$ cat config.mk
export PLATFORM = sky130hd
export DESIGN_NAME = inst_fetch_queue
export DESIGN_NICKNAME = d
export VERILOG_FILES = /design/src/rtl/inst_fetch_queue.sv
export SDC_FILE = /design/constraint.sdc
export NUM_CORES = 1
export LEC_CHECK = 0
export CAP_MARGIN = 0
export CELL_PAD_IN_SITES_DETAIL_PLACEMENT = 1
export CELL_PAD_IN_SITES_GLOBAL_PLACEMENT = 2
export CORE_MARGIN = 1.5
export CORE_UTILIZATION = 43
export CTS_BUF_LIST = sky130_fd_sc_hd__clkbuf_2 sky130_fd_sc_hd__clkbuf_4 sky130_fd_sc_hd__clkbuf_8
export DETAILED_ROUTE_END_ITERATION = 8
export GPL_TIMING_DRIVEN = 0
export PLACE_DENSITY = 0.93
export SYNTH_ARGS = -nofsm -noshare
export SYNTH_HDL_FRONTEND = slang
export SYNTH_SLANG_ARGS = --single-unit
$ cat constraint.sdc
create_clock -name clk -period 6.1 [get_ports clk]
set_clock_uncertainty 0.05 [all_clocks]
set_input_delay 1.22 -clock clk [delete_from_list [all_inputs] [get_ports clk]]
set_output_delay 1.22 -clock clk [all_outputs]
set_load 0.1 [all_outputs]
$ cat src/rtl/inst_fetch_queue.sv
// Instruction fetch front end: generates sequential fetch PCs, issues I-cache
// requests under a credit limit, queues returned words with their PC and hands
// them in order to the decoder. A redirect flushes the queue, drops stale
// in-flight responses and restarts fetch at the new PC.
module inst_fetch_queue #(
    parameter int unsigned DEPTH        = 4,
    parameter int unsigned MAX_INFLIGHT = 2,
    parameter logic [31:0] RESET_PC     = 32'hBFC00000
) (
    input  logic        clk,
    input  logic        resetn,
    output logic        inst_req,
    output logic [31:0] inst_addr,
    input  logic        inst_addr_ok,
    input  logic        inst_data_ok,
    input  logic [31:0] inst_rdata,
    input  logic        redirect_valid,
    input  logic [31:0] redirect_pc,
    output logic        out_valid,
    input  logic        out_ready,
    output logic [31:0] out_pc,
    output logic [31:0] out_ins,
    output logic        out_exc
);
    localparam int unsigned AW = (DEPTH > 1) ? $clog2(DEPTH) : 1;
    localparam int unsigned CW = AW + 1;
    localparam int unsigned IW = $clog2(MAX_INFLIGHT + 1);
    localparam int unsigned SW = (MAX_INFLIGHT > 1) ? $clog2(MAX_INFLIGHT) : 1;

    logic [31:0]   pc;
    logic          halted;
    logic [IW-1:0] inflight;
    logic [IW-1:0] discard;

    logic [31:0]   q_pc  [DEPTH];
    logic [31:0]   q_ins [DEPTH];
    logic          q_exc [DEPTH];
    logic [AW-1:0] head;
    logic [AW-1:0] tail;
    logic [CW-1:0] count;

    // PC of each accepted request, retired in order as responses come back
    logic [31:0]   sh_pc [MAX_INFLIGHT];
    logic [SW-1:0] sh_wr;
    logic [SW-1:0] sh_rd;

    logic          fire;
    logic          pop;
    logic          push_word;
    logic          push_exc;
    logic          push;
    logic [31:0]   push_pc;
    logic [31:0]   push_ins;
    logic [31:0]   occupancy;

    function automatic logic [SW-1:0] sh_next(input logic [SW-1:0] p);
        return (32'(p) == MAX_INFLIGHT - 1) ? '0 : p + 1'b1;
    endfunction

    // Request credit, queue push/pop decisions and misaligned-PC exception entry
    always_comb begin
        // words already queued plus words still owed by the cache that will be kept
        occupancy = 32'(count) + 32'(inflight) - 32'(discard);
        inst_req  = resetn && !redirect_valid && !halted && (pc[1:0] == 2'b00)
                    && (32'(inflight) < MAX_INFLIGHT) && (occupancy < DEPTH);
        fire      = inst_req && inst_addr_ok;
        pop       = out_valid && out_ready && !redirect_valid;
        push_word = inst_data_ok && !redirect_valid && (discard == '0);
        // inflight==discard means every older kept word is already in the queue,
        // so the exception entry lands behind them and cannot collide with a data push
        push_exc  = !redirect_valid && !halted && (pc[1:0] != 2'b00)
                    && (inflight == discard) && (32'(count) != DEPTH);
        push      = push_word || push_exc;
        push_pc   = push_exc ? pc  : sh_pc[sh_rd];
        push_ins  = push_exc ? '0  : inst_rdata;
    end

    // Head-of-queue presentation toward the decoder
    always_comb begin
        inst_addr = pc;
        out_valid = (count != '0);
        out_pc    = q_pc[head];
        out_ins   = q_ins[head];
        out_exc   = out_valid && q_exc[head];
    end

    // Fetch PC, credit counters, shadow PC FIFO and instruction queue state
    always_ff @(posedge clk) begin
        if (!resetn) begin
            pc       <= RESET_PC;
            halted   <= 1'b0;
            inflight <= '0;
            discard  <= '0;
            head     <= '0;
            tail     <= '0;
            count    <= '0;
            sh_wr    <= '0;
            sh_rd    <= '0;
            for (int unsigned i = 0; i < DEPTH; i++) begin
                q_exc[i] <= 1'b0;
            end
        end else begin
            case ({fire, inst_data_ok})
                2'b10:   inflight <= inflight + 1'b1;
                2'b01:   inflight <= inflight - 1'b1;
                default: ;
            endcase

            if (fire) begin
                sh_pc[sh_wr] <= pc;
                sh_wr        <= sh_next(sh_wr);
                pc           <= pc + 32'd4;
            end
            if (inst_data_ok) begin
                sh_rd <= sh_next(sh_rd);
            end

            if (redirect_valid) begin
                // shadow FIFO is left intact so stale responses still retire their PCs
                pc      <= redirect_pc;
                halted  <= 1'b0;
                discard <= inflight - IW'(inst_data_ok);
                count   <= '0;
                head    <= tail;
            end else begin
                if (inst_data_ok && (discard != '0)) begin
                    discard <= discard - 1'b1;
                end
                if (push_exc) begin
                    halted <= 1'b1;
                end
                if (push) begin
                    q_pc[tail]  <= push_pc;
                    q_ins[tail] <= push_ins;
                    q_exc[tail] <= push_exc;
                    tail        <= tail + 1'b1;
                end
                if (pop) begin
                    head <= head + 1'b1;
                end
                case ({push, pop})
                    2'b10:   count <= count + 1'b1;
                    2'b01:   count <= count - 1'b1;
                    default: ;
                endcase
            end
        end
    end

    no_data_underflow: assert property (@(posedge clk) disable iff (!resetn)
        !(inst_data_ok && (inflight == '0)));

    no_push_on_full: assert property (@(posedge clk) disable iff (!resetn)
        !(push && (32'(count) == DEPTH)));

endmodule
# After elaboration in Yosys (flattened, before gate mapping)
# Memory sizes are Yosys's and may differ from the RTL's. A register that Yosys moved wholly into a read port is not among the register bits.
# Index checks and enable logic that the tools add are counted.
[op_classes] addsub=13 magnitude_cmp=2 n_eq_ne=6 n_mux=31 bitwise=2 n_reduce_logical=32
[ops] op="$mux 32" count=4
[ops] op="$add 32x3->32 const B" count=1
[ops] op="$lt 32x3->1 const B" count=1
[ops] op="$mux 2" count=11
[ops] op="$logic_and 1x1->1" count=16
[ops] op="$mux 1" count=14
[ops] op="$reduce_bool 2->1" count=7
[ops] op="$add 2x1->2 const B" count=3
[ops] op="$pmux 3 s2" count=1
[ops] op="$sub 4x2->5" count=1
[ops] op="$add 3x2->4" count=1
[ops] op="$eq 2x1->1 const B" count=2
[ops] op="$eq 2x2->1 const B" count=2
[ops] op="$logic_not 2->1" count=2
[ops] op="$pmux 2 s2" count=1
[ops] op="$sub 2x1->2 const B" count=2
[ops] op="$add 3x1->3 const B" count=1
[ops] op="$ne 3x3->1 const B" count=1
[ops] op="$reduce_bool 3->1" count=1
[ops] op="$sub 3x1->3 const B" count=1
[ops] op="$add 1x1->1 const B" count=2
[ops] op="$eq 2x2->1" count=1
[ops] op="$logic_not 1->1" count=2
[ops] op="$lt 2x2->1 const B" count=1
[ops] op="other kinds (6)" count=7
[totals] reg_bits=46 mem_bits_rw=324 in_bits=70 output_inout_bits=99 elab_cells=99 mem_count=4
[memory_table] name="q_ins" depth=4 width=32 rd=1 rd_ports_with_merged_regs=1 write_ports=1 line="36" rtl="logic [31:0] q_ins [DEPTH];"
[memory_table] name="q_pc" depth=4 width=32 rd=1 rd_ports_with_merged_regs=1 write_ports=1 line="35" rtl="logic [31:0] q_pc [DEPTH];"
[memory_table] name="sh_pc" depth=2 width=32 rd=1 rd_ports_with_merged_regs=1 write_ports=1 line="43" rtl="logic [31:0] sh_pc [MAX_INFLIGHT];"
[memory_table] name="q_exc" depth=4 width=1 rd=1 rd_ports_with_merged_regs=1 write_ports=4 line="37" rtl="logic q_exc [DEPTH];"

# Depth between registers and ports, before layout
# Gate-level depths: netlist of the first run.
[logic_depth] ltp_word=12 ltp_mapped=14 depth_no_buf=12

# Worst setup path before layout of the first run
# OpenSTA, ideal clock, no wires.
[synth_timing] path_type="flip-flop to output port" start="register inflight[1]" end="output inst_req" arrival_ns=3.546 t_required_ns=4.830 setup_slack_ns=1.284 path_stages_with_launch=9 path_buffers=1 path_cell_list="dfxtp_1 inv_1 fa_1 inv_1 ha_1 and3b_1 or4_1 buf_2 a21oi_1"
[synth_via] elab_chain_len=4 elab_cells_between_ends=6 classes_between="add/sub: 2; order compare: 2; reduce/logical: 2"
[synth_rtl] element="start: declaration" line="32" rtl="logic [IW-1:0] inflight;"
[synth_rtl] element="start signal: assignment" line="104" rtl="2'b10: inflight <= inflight + 1'b1;"
[synth_rtl] element="start signal: assignment" line="105" rtl="2'b01: inflight <= inflight - 1'b1;"
[synth_rtl] element="$add 3x2->4" line="63" rtl="occupancy = 32'(count) + 32'(inflight) - 32'(discard);"
[synth_rtl] element="$sub 4x2->5" line="63"
[synth_rtl] element="$lt 32x3->1" line="65" rtl="&& (32'(inflight) < MAX_INFLIGHT) && (occupancy < DEPTH);"
[synth_rtl] element="$logic_and 1x1->1 *" line="65"
[synth_rtl] element="end: declaration" line="12" rtl="output logic inst_req,"
# Mark *: on every way between the ends. The rest lies on a longest branch, timed or not.

# Final worst setup path of the first run
# Same ends and word-level chain as after synthesis.

==> results.txt, run 1 <==
Critical path endpoint category - output port
Main combinational cell family by area after synthesis - multiplexers
CP Launch Type - flip-flop
Total grt overflow - 0
Fin. Hold Viols - 0
Metal-1 WL - 16.12 mm
Setup ws final - 600.2 ps
Area leader, netlist - edfxtp_1
Mux cell area share after synthesis - 0.1233
CTS tree - yes
Max cap viols - 0
H-Tree Depth - 2
Met3 WL - 2.406 mm
TritonCTS Buffers - 59
Residual DRC - 0
Initial Utilization - 0.4379
DRT Pass-1 Iters - 4
Pwr Total - 6.013 mW
Placer Congestion - 0.8467
Status - finished, final reports clean
Synth top area share - 0.6356
Int Pwr - 4.284 mW
Clock power frac - 0.347
Actual slew at the worst max-slew pin - 1068 ps
Synth top area cells - edfxtp_1 64%, mux4_2 9.7%, dfxtp_1 6.9%
Post-synth EDFFs - 321
Largest net degree at the start of global routing - 47
Post-Layout Cell Count - 1674
Sw power - 1.728 mW
Initial antenna violation count - 1
Synth-to-Final Area Change - 23.56%
Syn Nets - 1025
# Post-CTS Setup Buffers - 0
Worst slew margin - 0.2859
Number of global-route vias before repair - 10200
Leakage Power - 5.997 nW
CP required - 4830 ps
Vias - 9320
RSZ-0062 raised after global routing - false
DR iter-0 viols - 640
Die Area - 36400 um^2
Drt total wl - 38.50 mm
Synth cell count leaders - 321 x edfxtp_1, 74 x nand2_1, 65 x mux4_2, 52 x dfxtp_1, 44 x o21ai_0
Crit Path Category - reg2out
PwrDens - 320.9 nW/um^2
Pre-CTS setup slack - 1011 ps
Fmax - 0.1818 GHz
Row count - 68
Avg Inst Size Synth - 16.15 um^2
# nets final - 1259
Xor and xnor area share after synthesis - 0.009241
Worst IR Drop VDD - 0.1524 mV
Core area - 34630 um^2
Clk pin slew, worst setup/hold paths - 60 ps
Clock sink count - 373
Top sig layer - met5
I/O pin cnt - 169
Distinct cell type count after synthesis - 60
Multi-input logic area - 4212 um^2
Met2 routed WL - 18.99 mm
Period utilization - 0.9016
Post-synthesis sequential area ratio - 0.7043
Count of final max-slew check failures - 0
Fraction of registers with async set/reset - 0
Root Buffer - clkbuf_8
Layout cells sized above 1 - 0.1542
Minimum clock period - 5500 ps
Clock latency on the worst-skew pair - 610 ps
Final setup vio count - 0
Post_cts resized - 0
Clock buffer depth - 3
Comb power frac - 0.167
DRT antenna net count - 0
CP max FO - 9
Worst EP arrival - 4230 ps
Netlist Area Pre-Place - 15160 um^2
Register area - 10680 um^2
Post-Synth Simple-Gate Area - 0.07764
Hold Crit Class - reg2reg
#FFs+latches synth - 373
DP Cell Count - 1567
# fillers - 3323
Synth Flop Type - edfxtp_1
Detailed placement HPWL - 26.01 mm
Part of the power in registers - 0.486
Port Buffer Count - 168
Most common cell in the netlist - edfxtp_1
N_diodes - 0
Switch share - 0.2874
Die width - 190.8 um
Hold Buf Count CTS - 0
Die height - 190.8 um
Yosys warning count - 0
Mapped Cells - 939
First-pass GRT wire length - 59.48 mm
Vias per inst - 5.568
Tot GR Track Use - 0.2165
Smallest hold slack - 483.7 ps
Drt wl/cell - 23.00 um
Compound-Gate Fraction of Synth Area - 0.05206
Adder-Cell Fraction of Synth Area - 0.01419
## sequential cells by signal (all words and copies together) (netlist names), 2 cells and up, named ones only
signal,flops
q_exc,4
q_pc,128
inflight,2
count,3
discard,2
inst_addr,32
tail,2
head,2
q_ins,128
sh_pc,64
## power groups by stage
| stage | Clock [mW] | Sequential [mW] | Combinational (mW) |
|---|---|---|---|
| floorplan | 0 | 3.05 | 0.635 |
| global placement | 0 | 2.97 | 0.984 |
| detailed placement | 0 | 2.97 | 1.01 |
| CTS | 2.13 | 2.92 | 1.02 |
| global route | 2.23 | 2.93 | 1.06 |
| finish | 2.09 | 2.92 | 1.01 |
## kinds of logic after synthesis
logic type	Yosys count
AOI/OAI and AO/OA	120
adders and majority gates	16
buffers and inverters	76
xor gates and xnor gates	16
and+or+nand+nor	233
DFF	373
muxes	105
## placed cells by master (no fill, tap or decap), types with 33 or more instances in the layout
master           synthesis  final
mux4_2                  65     65
clkbuf_1                33     33
clkbuf_8                 0     62
nor2b_1                 34     34
nand2_1                 74     74
o21ai_0                 44     44
dfxtp_1                 52     52
mux2i_1                 35     35
edfxtp_1               321    321
nor2_1                  40     39
clkdlybuf4s50_1          0    168
## path summary, 6_finish.rpt
path	cells past startpoint	from	end	slack (ps)
max reg2reg	12	inflight[1]	sh_pc[0][18]	1810
max	9	inflight[1]	inst_req	600
min	2	sh_rd	sh_rd	480
min reg2reg	2	sh_rd	sh_rd	480
## stage by stage
step	setup TNS (ps)	instance area, um^2	util
floorplan	0	15160	-
global placement	-115290	17420	0.5029
detailed placement	0	17570	0.5074
CTS	0	18740	0.5411
global route	0	18740	0.5411
finish	0	18740	0.5411
## critical path, stage by stage, from the launching register on
cell             delay [ps]
dfxtp_1                 440
inv_1                   100
fa_1                    550
inv_1                    50
ha_1                    270
and3b_1                 170
or4_1                   490
buf_2                   210
a21oi_1                 190
clkdlybuf4s50_1        1160
## metal layers
metal | global-route usage | up-vias
li1 | - | 4154
met1 | 0.2819 | 4791
met2 | 0.3665 | 300
met3 | 0.03975 | 73
met4 | 0.06965 | 2
met5 | 0 | -
## area by class of cell
class | instances | area share
inverters | 26 | 0.005209
plain buffers | 50 | 0.01035
flip-flops and latches | 373 | 0.5700
well taps | 455 | 0.03038
clock buffers | 80 | 0.05275
multi-input cells | 490 | 0.2248
repair buffers | 173 | 0.09710
clock inverters | 27 | 0.009416
(Power assumes the default switching activity.)
==> run 2: changes to the inputs <==
--- a/config.mk
+++ b/config.mk
@@ -12,6 +12,7 @@
 export CORE_UTILIZATION = 43
 export CTS_BUF_LIST = sky130_fd_sc_hd__clkbuf_2 sky130_fd_sc_hd__clkbuf_4 sky130_fd_sc_hd__clkbuf_8
 export DETAILED_ROUTE_END_ITERATION = 8
+export GPL_ROUTABILITY_DRIVEN = 0
 export GPL_TIMING_DRIVEN = 0
 export PLACE_DENSITY = 0.93
 export SYNTH_ARGS = -nofsm -noshare
==> constraint.sdc (replaced) <==
create_clock -name clk -period 6.1 [get_ports clk]
set_clock_uncertainty 0.05 [all_clocks]
set_input_delay 1.22 -clock clk [delete_from_list [all_inputs] [get_ports clk]]
set_output_delay 1.22 -clock clk [all_outputs]
set_load 0.02 [all_outputs]
==> results of run 2 <==
The final DEF is identical to that of run 1. Status: finished, final reports clean.
Main changes from that run: setup slack after placement 1011 ps -> 1273 ps; setup slack after layout 600.2 ps -> 1131 ps; total power 6.013 mW -> 5.661 mW; worst IR drop on VDD 0.1524 mV -> 0.1404 mV
